### src/rtl/shift_pipe_var.sv
// Pipelined barrel shifter with per-token shift amount and mode, STAGES register stages.
// Optional SHL overflow flag output when SHIFT_PIPE_OVF_EN is defined.
module shift_pipe_var #(
    parameter int N       = 16,
    parameter int SW      = $clog2(N),
    parameter int STAGES  = 2,
    parameter int USE_IMM = 0,
    parameter int I       = 1
) (
    input  logic          clk_i,
    input  logic          rst_n_i,
    input  logic          en_i,
    input  logic          r_in_i,
    input  logic [2:0]    mode_i,
    input  logic [SW-1:0] s_in_i,
    input  logic [N-1:0]  d_in_i,
    output logic          r_out_o,
    output logic [N-1:0]  d_out_o
`ifdef SHIFT_PIPE_OVF_EN
    ,
    output logic          ovf_o
`endif
);

    localparam int            LPS     = (SW + STAGES - 1) / STAGES;
    localparam logic [SW-1:0] IMM_AMT = SW'(I);

    localparam logic [2:0] MODE_SHL = 3'd0;
    localparam logic [2:0] MODE_SHR = 3'd1;
    localparam logic [2:0] MODE_SRA = 3'd2;
    localparam logic [2:0] MODE_ROL = 3'd3;
    localparam logic [2:0] MODE_ROR = 3'd4;

    function automatic logic [N-1:0] shift_level(input logic [N-1:0] x,
                                                 input logic [2:0]   m,
                                                 input int           sh);
        logic [N-1:0] r;
        case (m)
            MODE_SHL: r = x << sh;
            MODE_SHR: r = x >> sh;
            MODE_SRA: r = (x >> sh) | (x[N-1] ? ~({N{1'b1}} >> sh) : '0);
            MODE_ROL: r = (x << sh) | (x >> (N - sh));
            MODE_ROR: r = (x >> sh) | (x << (N - sh));
            default:  r = x;
        endcase
        return r;
    endfunction

    logic          v_q    [STAGES];
    logic [N-1:0]  dat_q  [STAGES];
    logic [2:0]    mode_q [STAGES];
    logic [SW-1:0] amt_q  [STAGES];

    logic          v_d    [STAGES];
    logic [N-1:0]  dat_d  [STAGES];
    logic [2:0]    mode_d [STAGES];
    logic [SW-1:0] amt_d  [STAGES];

`ifdef SHIFT_PIPE_OVF_EN
    logic          ovf_q  [STAGES];
    logic          ovf_d  [STAGES];
`endif

    // Stage g applies barrel levels g*LPS .. (g+1)*LPS-1 to the token entering it;
    // the last stage simply gets whatever levels remain below SW.
    always_comb begin
        for (int g = 0; g < STAGES; g++) begin
            if (g == 0) begin
                v_d[g]    = r_in_i;
                dat_d[g]  = d_in_i;
                mode_d[g] = mode_i;
                amt_d[g]  = (USE_IMM != 0) ? IMM_AMT : s_in_i;
`ifdef SHIFT_PIPE_OVF_EN
                ovf_d[g]  = 1'b0;
`endif
            end else begin
                v_d[g]    = v_q[g-1];
                dat_d[g]  = dat_q[g-1];
                mode_d[g] = mode_q[g-1];
                amt_d[g]  = amt_q[g-1];
`ifdef SHIFT_PIPE_OVF_EN
                ovf_d[g]  = ovf_q[g-1];
`endif
            end
            for (int k = 0; k < SW; k++) begin
                if ((k / LPS) == g && amt_d[g][k]) begin
`ifdef SHIFT_PIPE_OVF_EN
                    if (mode_d[g] == MODE_SHL && |(dat_d[g] >> (N - (1 << k))))
                        ovf_d[g] = 1'b1;
`endif
                    dat_d[g] = shift_level(dat_d[g], mode_d[g], 1 << k);
                end
            end
        end
    end

    // Payload registers load only behind a valid token, so the output data
    // holds the last real result across bubbles.
    always_ff @(posedge clk_i or negedge rst_n_i) begin
        if (!rst_n_i) begin
            for (int g = 0; g < STAGES; g++) begin
                v_q[g]    <= 1'b0;
                dat_q[g]  <= '0;
                mode_q[g] <= '0;
                amt_q[g]  <= '0;
`ifdef SHIFT_PIPE_OVF_EN
                ovf_q[g]  <= 1'b0;
`endif
            end
        end else if (en_i) begin
            for (int g = 0; g < STAGES; g++) begin
                v_q[g] <= v_d[g];
                if (v_d[g]) begin
                    dat_q[g]  <= dat_d[g];
                    mode_q[g] <= mode_d[g];
                    amt_q[g]  <= amt_d[g];
`ifdef SHIFT_PIPE_OVF_EN
                    ovf_q[g]  <= ovf_d[g];
`endif
                end
            end
        end
    end

    assign r_out_o = v_q[STAGES-1];
    assign d_out_o = dat_q[STAGES-1];
`ifdef SHIFT_PIPE_OVF_EN
    assign ovf_o   = ovf_q[STAGES-1];
`endif

endmodule

### config.mk
export PLATFORM = sky130hd
export DESIGN_NAME = shift_pipe_var
export DESIGN_NICKNAME = d
export VERILOG_FILES = /design/src/rtl/shift_pipe_var.sv
export SDC_FILE = /design/constraint.sdc
export NUM_CORES = 1
export LEC_CHECK = 0
export CORE_UTILIZATION = 45
export DETAILED_ROUTE_END_ITERATION = 12
export PLACE_DENSITY = 0.77
export SETUP_SLACK_MARGIN = 0.2
export SLEW_MARGIN = 5
export SYNTH_ARGS = -nofsm -noshare
export SYNTH_HDL_FRONTEND = slang
export SYNTH_SLANG_ARGS = --single-unit
### constraint.sdc
create_clock -name clk_i -period 3.4 [get_ports clk_i]
set_clock_uncertainty 0.2 [all_clocks]
set_input_delay 0.85 -clock clk_i [delete_from_list [all_inputs] [get_ports clk_i]]
set_output_delay 0.85 -clock clk_i [all_outputs]
set_load 0.03 [all_outputs]
# Word-level counts from Yosys, hierarchy flattened
# Cells that the tools add are included.
# word_totals
regBits	41
output_inout_bits	17
# op_classes
n_eq_ne	8
bitwise_logic	11
muxes	12
n_reduce_logical	5
# ops
op	n
case mux 16 bit (5 select lines)	3
two-way mux 16 bit	8
case mux 16 bit (4 select lines)	1
bitwise OR 12 x 16 -> 16 bit	2
bitwise OR 14 x 16 -> 16 bit	2
bitwise OR 15 x 16 -> 16 bit	2
bitwise OR 8 x 16 -> 16 bit	2
bitwise OR 16 x 1 -> 16 bit	1
bitwise OR 16 x 2 -> 16 bit	1
bitwise OR 16 x 4 -> 16 bit	1
== test 3 x 2 -> 1 bit (second input constant)	4
== test 3 x 1 -> 1 bit (second input constant)	2
== test 3 bit (second input constant)	2
zero test 3 bit	2
AND reduction 2 bit	2
OR reduction 2 bit	1

# Logic depth before layout (Yosys ltp)
# Gate-level depths: netlist (run 1).
# logic_depth
depth_word	8
ltp_mapped	8
mapped_depth_nobuf	5

# Worst setup path after synthesis (run 1)
# Ideal clock, no wire load.
# synth_timing
path_kind	input port to flip-flop
startpoint	input mode_i[1]
endpoint	register dat_q[17] (netlist name)
setup_ns	0.130
t_arrival_ns	2.060
path_stages	6
path_slack_ns	1.010
path_buffers	1
cell_sequence	buf_4 or4b_2 a21boi_0 a311oi_1 o22ai_1 a31oi_1
# synth_between
elab_chain_len	6
# synth_lines
element	line	source
from (decl)	14	input logic [2:0] mode_i,
== test 3 bit (tied with other cells)	38	case (m)
case mux 16 bit (5 select lines)	38	
two-way mux 16 bit	86	if ((k / LPS) == g && amt_d[g][k]) begin
bitwise OR 14 x 16 -> 16 bit (tied with other cells)	43	MODE_ROR: r = (x >> sh) | (x << (N - sh));
case mux 16 bit (5 select lines)	38	
two-way mux 16 bit (*)	86	
to (signal, indexed assignment)	114	dat_q[g] <= dat_d[g];
to (decl)	50	logic [N-1:0] dat_q [STAGES];
# Mark *: on every way between the ends. The rest lies on a longest branch, timed or not.
# A chain may end at the register's enable or synchronous reset.

# Final worst setup path (run 1)
# layout_timing
startpoint	input mode_i[0]
endpoint	register dat_q[24] (netlist name)
# Same word-level chain as after synthesis.

==> results of run 1 <==
[flip-flops by register name, indices dropped and copies added (netlist names)]
| signal | count |
|---|---|
| d_out_o | 16 |
| dat_q | 16 |
| mode_d | 3 |
| amt_d | 2 |
| r_out_o | 1 |
| v_d | 1 |
[cells in the mapped netlist (all sizes together), types with 2 or more instances]
cell type,number
a211o,4
a211oi,11
a21o,2
a21oi,49
a221o,2
a221oi,9
a222oi,8
a22oi,2
a311oi,9
a31oi,16
a32oi,4
and2,4
buf,45
clkbuf,15
dfrtp,39
inv,15
mux2,3
mux2i,10
nand2,53
nand2b,5
nand3,9
nor2,51
nor2b,3
nor3,4
o211ai,13
o21ai,22
o21bai,9
o221ai,2
o22ai,22
or2,2
or3b,2
or4b,9
xnor2,3
xor2,2
[path summary, 6_finish.rpt]
kind | cells past startpoint | startpoint | to | slack (ps)
max in group asynchronous | 1 | rst_n_i | d_out_o[0] | 2010
worst min-delay path | 2 | r_out_o | r_out_o | 320
min in group asynchronous | 1 | rst_n_i | d_out_o[15] | 470
worst max-delay path | 8 | mode_i[0] | dat_q[24] | 480
worst max register to register | 5 | mode_d[0] | d_out_o[4] | 810
worst min register to register | 2 | r_out_o | r_out_o | 320
[power breakdown]
part           total [uW]  internal [uW]  switching [uW]
combinational         921            390             531
clock                 288            137             152
sequential            701            576             125
[area by class of cell]
type / instances / area share
Multi-Input combinational cell: 354 / 0.547
Tap cell: 102 / 0.0321
Inverter: 15 / 0.0142
Clock buffer: 6 / 0.0182
Sequential cell: 39 / 0.245
Timing Repair Buffer: 62 / 0.143
[routing by layer]
| metal | global-route usage | part of all wire | up-vias |
|---|---|---|---|
| met5 | 0 | 0 | - |
| met4 | 0.0794 | 0.027 | 0 |
| met3 | 0.0379 | 0.082 | 31 |
| met2 | 0.424 | 0.48 | 231 |
| met1 | 0.319 | 0.41 | 1803 |
| li1 | - | - | 1757 |
[per-stage QoR]
stage	setup slack (ps)	hold slack, ps
CTS	523	327
global placement	261	304
finish	480	319
floorplan	1010	284
global route	355	350
detailed placement	230	313
[critical path, stage by stage]
cell and delay [ps]:
clkdlybuf4s50_1 580, buf_4 260, xnor2_4 190, buf_4 250, mux2i_1 90, a211oi_1 350
o22ai_1 120, a31oi_1 200
[kinds of logic (layout without fill, tap and decap cells)]
logic type | count (synthesis) | in the layout | share of synthesized area
buffers and inverters | 75 | 83 | 0.113
AOI/OAI and AO/OA | 189 | 189 | 0.357
muxes | 13 | 13 | 0.0376
and+or+nand+nor | 146 | 146 | 0.193
xor gates and xnor gates | 5 | 5 | 0.0218
adders and majority gates | 1 | 1 | 0.00281
DFF | 39 | 39 | 0.274
==> impl_metrics.csv, run 1 <==
group,metric,value,unit
run_status,run_status,"finished clean",
sta,rsz0062_at_grt,"false",
yosys,postSynthCellCount,468,
route,drc,0,
route,drt_iter0_markers,231,
placed_design,portBuffers,43,
clocking,clock_path_buffers,2,
cells_and_area,fillers,755,
critical_path,cp.required,3400,ps
placed_design,globalplace.congestion,1.01,
global_route,first_global_vias,3485,
sta,tightest_slew,951,ps
cells_and_area,most-common-layout-cells,"53 x nand2_1, 51 x nor2_1, 49 x a21oi_1, 42 x clkdlybuf4s50_1, 39 x dfrtp_1",
run,cap_violations,0,
sta,tns,0,ps
clocking,numCtsBuffers,5,
global_route,grt_max_degree,40,
clocking,clk_latency,290,ps
critical_path,criticalPathCategory,"in2reg",
placed_design,post_dp_cell_area,3910,sq um
critical_path,crit_path_end_kind,"flop",
power_and_ir_drop,power,1910,uW
cells_and_area,multiInputGateArea,2180,sq um
route,wl,10200,um
clocking,cts_setup_buffers,0,
cells_and_area,seq_area,976,sq um
sta,maxSlewViolCount,0,
yosys,synth_area_leaders,"dfrtp_1 27%, a21oi_1 6.9%, nand2_1 5.6%",
floorplan,die_area,8260,sq um
global_route,grt_overflow,0,
power_and_ir_drop,vdd_drop_max,0.173,mV
yosys,synth.distinct_cells,53,
placed_design,dp.cells,572,
clocking,cts_tree,"yes",
route,dr_total_vias,3822,
power_and_ir_drop,p_leak,0.00155,uW
global_route,grt_pass1_wl,17000,um
route,post_drt_wl_per_cell,17.7,um
yosys,synth-main-ff-cell,"dfrtp_1",
floorplan,initial_core_util,0.463,
sta,post-route-min-period,2920,ps
critical_path,startpoint_type,"input port",
floorplan,io_pins,44,
yosys,yosysWarnings,0,
floorplan,core,7690,sq um
global_route,antenna_found_initial,0,
cells_and_area,fin_nets,504,
cells_and_area,layout-drive-gt1-share,0.0777,
clocking,hold_buffers,0,
critical_path,critPathMaxFanout,13,
clocking,cts_resized,0,
yosys,yosysTopAreaCell,"dfrtp_1",
sta,hold_viol_final,0,
route,routed_via_density,6.61,
global_route,grt_usage,0.248,
floorplan,dieHeight,90.9,um
route,postRouteAntennaNets,0,
route,first_pass_iters,8,
worst_hold_path,hold_path_class,"reg2reg",
sta,fin_crit_sh,0.859,
cells_and_area,fin_area,3980,sq um
yosys,syn-cell-area,3560,sq um
cells_and_area,fin_util,0.518,
yosys,synthArstFlopShare,1.00,
yosys,avgSynthCellArea,7.60,sq um
placed_design,dp_hpwl,7640,um
clocking,clk_pin_slew,70,ps
sta,relSlewSlack,0.361,
cells_and_area,final_cells,578,
cells_and_area,area_growth_syn_to_layout,11.9,%
yosys,syn_nets,495,
yosys,synth-edff-count,0,
floorplan,die_x,90.9,um
cells_and_area,mostFrequentLayoutCell,"nand2_1",
yosys,synth_seq_cells,39,
clocking,root_buffer,"clkbuf_8",
critical_path,arrival,2920,ps
floorplan,row_count,32,
clocking,h-tree-depth,2,
sta,max_clock_freq,0.342,GHz
yosys,yosysSeqAreaShare,0.274,
cells_and_area,n_antenna_cell,0,
clocking,cts_sinks,39,
power_and_ir_drop,power.density,480,nW/um^2
yosys,synthDominantCellAreaShare,0.274,
sta,setup_viol_count_final,0,
(Power assumes the default switching activity.)
==> run 2, diff against run 1 <==
--- a/config.mk
+++ b/config.mk
@@ -5,9 +5,11 @@
 export SDC_FILE = /design/constraint.sdc
 export NUM_CORES = 1
 export LEC_CHECK = 0
-export CORE_UTILIZATION = 45
+export CAP_MARGIN = 10
+export CORE_ASPECT_RATIO = 1.5
+export CORE_UTILIZATION = 40
 export DETAILED_ROUTE_END_ITERATION = 12
-export PLACE_DENSITY = 0.77
+export PLACE_DENSITY = 0.71
 export SETUP_SLACK_MARGIN = 0.2
 export SLEW_MARGIN = 5
 export SYNTH_ARGS = -nofsm -noshare
==> run 2 against run 1 <==
  * Cell count grew 2.1%
  * Clock-buffer cell count grew 2
  * Design area grew 3.2%
  * Clock power grew 68%
  * Sequential cell count is the same
  * Global-route usage shrank 1.7 points
  * Combinational power shrank 0.9%
  * First-iteration DRC count grew 79%
  * Non-clock buffer count grew 5
  * Register-to-register slack gained 140 ps
  * Highest routed layer unchanged
==> impl_metrics.csv, run 2 (synthesized netlist as in run 1, its figures left out) <==
group,metric,value,unit
critical_path,cp.required,3380,ps
route,dr_total_vias,3702,
cells_and_area,fin_nets,509,
cells_and_area,layout-drive-gt1-share,0.0911,
clocking,clk_latency,280,ps
clocking,clk_pin_slew,50,ps
critical_path,crit_path_end_kind,"flop",
global_route,grt_overflow,0,
clocking,hold_buffers,0,
critical_path,arrival,2890,ps
global_route,grt_pass1_wl,17300,um
floorplan,initial_core_util,0.418,
global_route,grt_usage,0.231,
worst_hold_path,worstHoldStart,"d_out_o[7]",
sta,hold_ws,319,ps
floorplan,dieHeight,117,um
power_and_ir_drop,power.density,515,nW/um^2
global_route,antenna_found_initial,0,
global_route,grt_max_degree,40,
route,drc,0,
power_and_ir_drop,switching_share,0.392,
clocking,h-tree-depth,2,
route,post_drt_wl_per_cell,17.6,um
sta,tightest_slew,937,ps
placed_design,dp.cells,582,
clocking,root_buffer,"clkbuf_16",
sta,maxSlewViolCount,0,
critical_path,timing.rr.start,"mode_d[0]",
route,first_pass_iters,6,
power_and_ir_drop,power,2110,uW
cells_and_area,most-common-layout-cells,"53 x nand2_1, 51 x nor2_1, 49 x a21oi_1, 42 x clkdlybuf4s50_1, 39 x dfrtp_1",
critical_path,startpoint_type,"input port",
critical_path,reg2reg_to,"d_out_o[1]",
critical_path,critPathMaxFanout,14,
run_status,run_status,"finished clean",
critical_path,r2r_setup_slack,950,ps
clocking,cts_resized,0,
power_and_ir_drop,pwr-share-clk,0.230,
power_and_ir_drop,power.internal,1290,uW
critical_path,criticalPathCategory,"in2reg",
global_route,first_global_vias,3514,
worst_hold_path,hold_path_end,"d_out_o[7]",
sta,relSlewSlack,0.375,
run,cap_violations,0,
power_and_ir_drop,p_seq_frac,0.339,
worst_hold_path,hold_path_class,"reg2reg",
sta,max_clock_freq,0.344,GHz
sta,fin_crit_sh,0.855,
clocking,cts_tree,"yes",
sta,post-route-min-period,2910,ps
power_and_ir_drop,p_leak,0.00161,uW
cells_and_area,mostFrequentLayoutCell,"nand2_1",
sta,tns,0,ps
floorplan,io_pins,44,
clocking,clock_path_buffers,2,
route,postRouteAntennaNets,0,
sta,rsz0062_at_grt,"false",
clocking,cts_setup_buffers,0,
sta,hold_viol_final,0,
floorplan,core,8520,sq um
clocking,cts_sinks,39,
route,drt_iter0_markers,413,
power_and_ir_drop,p_sw,830,uW
placed_design,globalplace.congestion,0.982,
cells_and_area,n_antenna_cell,0,
worst_hold_path,whs_path_depth,2,
clocking,numCtsBuffers,5,
route,routed_via_density,6.27,
sta,setup_viol_count_final,0,
sta,setup_ws,494,ps
route,wl,10400,um
placed_design,dp_hpwl,8020,um
critical_path,r2r_cells,5,
floorplan,row_count,41,
cells_and_area,area_growth_syn_to_layout,15.4,%
placed_design,portBuffers,43,
floorplan,die_x,79.0,um
cells_and_area,final_cells,590,
placed_design,pre_cts_slack,288,ps
power_and_ir_drop,vdd_drop_max,0.348,mV
floorplan,die_area,9280,sq um
power_and_ir_drop,p_comb_frac,0.432,
## run 2: layout make-up
cell class / instances / area, sq um
clock buffer: 8 / 156
fill: 863 / 4410
inverter: 15 / 56.3
multi-input combinational: 354 / 2180
sequential: 39 / 976
tap: 107 / 134
timing repair buffer: 67 / 606
## run 2: how the worst max path moves through the flow
stage               startpoint        end  slack, ps  depth (start not counted)
floorplan            mode_i[1]  dat_q[17]       1010                          6
finish               mode_i[2]  dat_q[30]        490                          6
CTS                  mode_i[2]  dat_q[30]        580                          6
global placement     mode_i[2]  dat_q[30]        370                          6
global route         mode_i[2]  dat_q[30]        400                          6
detailed placement   mode_i[2]  dat_q[30]        290                          6
## run 2: stage by stage
stage / utilization / instance area (sq um)
floorplan: - / 3560
global placement: 0.464 / 3950
detailed placement: 0.464 / 3950
CTS: 0.482 / 4110
global route: 0.482 / 4110
finish: 0.482 / 4110
## run 2: routing by layer
| metal | vias to the layer above | track usage | wire, um |
|---|---|---|---|
| met4 | 0 | 0.105 | 375 |
| li1 | 1763 | - | - |
| met2 | 181 | 0.421 | 5530 |
| met1 | 1725 | 0.263 | 3930 |
| met3 | 33 | 0.0225 | 558 |
| met5 | - | 0 | 0 |
## run 2: critical path: stages
cell,delay [ps]
clkdlybuf4s50_1,760
and2b_1,290
buf_4,190
a211oi_2,370
a22oi_1,140
a221oi_1,280
## run 2: power groups by stage
| stage | Clock (uW) | Combinational [uW] | Sequential, uW |
|---|---|---|---|
| 6_report | 485 | 913 | 716 |
| 5_1_grt | 509 | 992 | 736 |
| 4_1_cts | 488 | 907 | 716 |
| 3_5_place_dp | 0 | 904 | 724 |
| 3_3_place_gp | 0 | 891 | 718 |
| 2_1_floorplan | 0 | 741 | 655 |
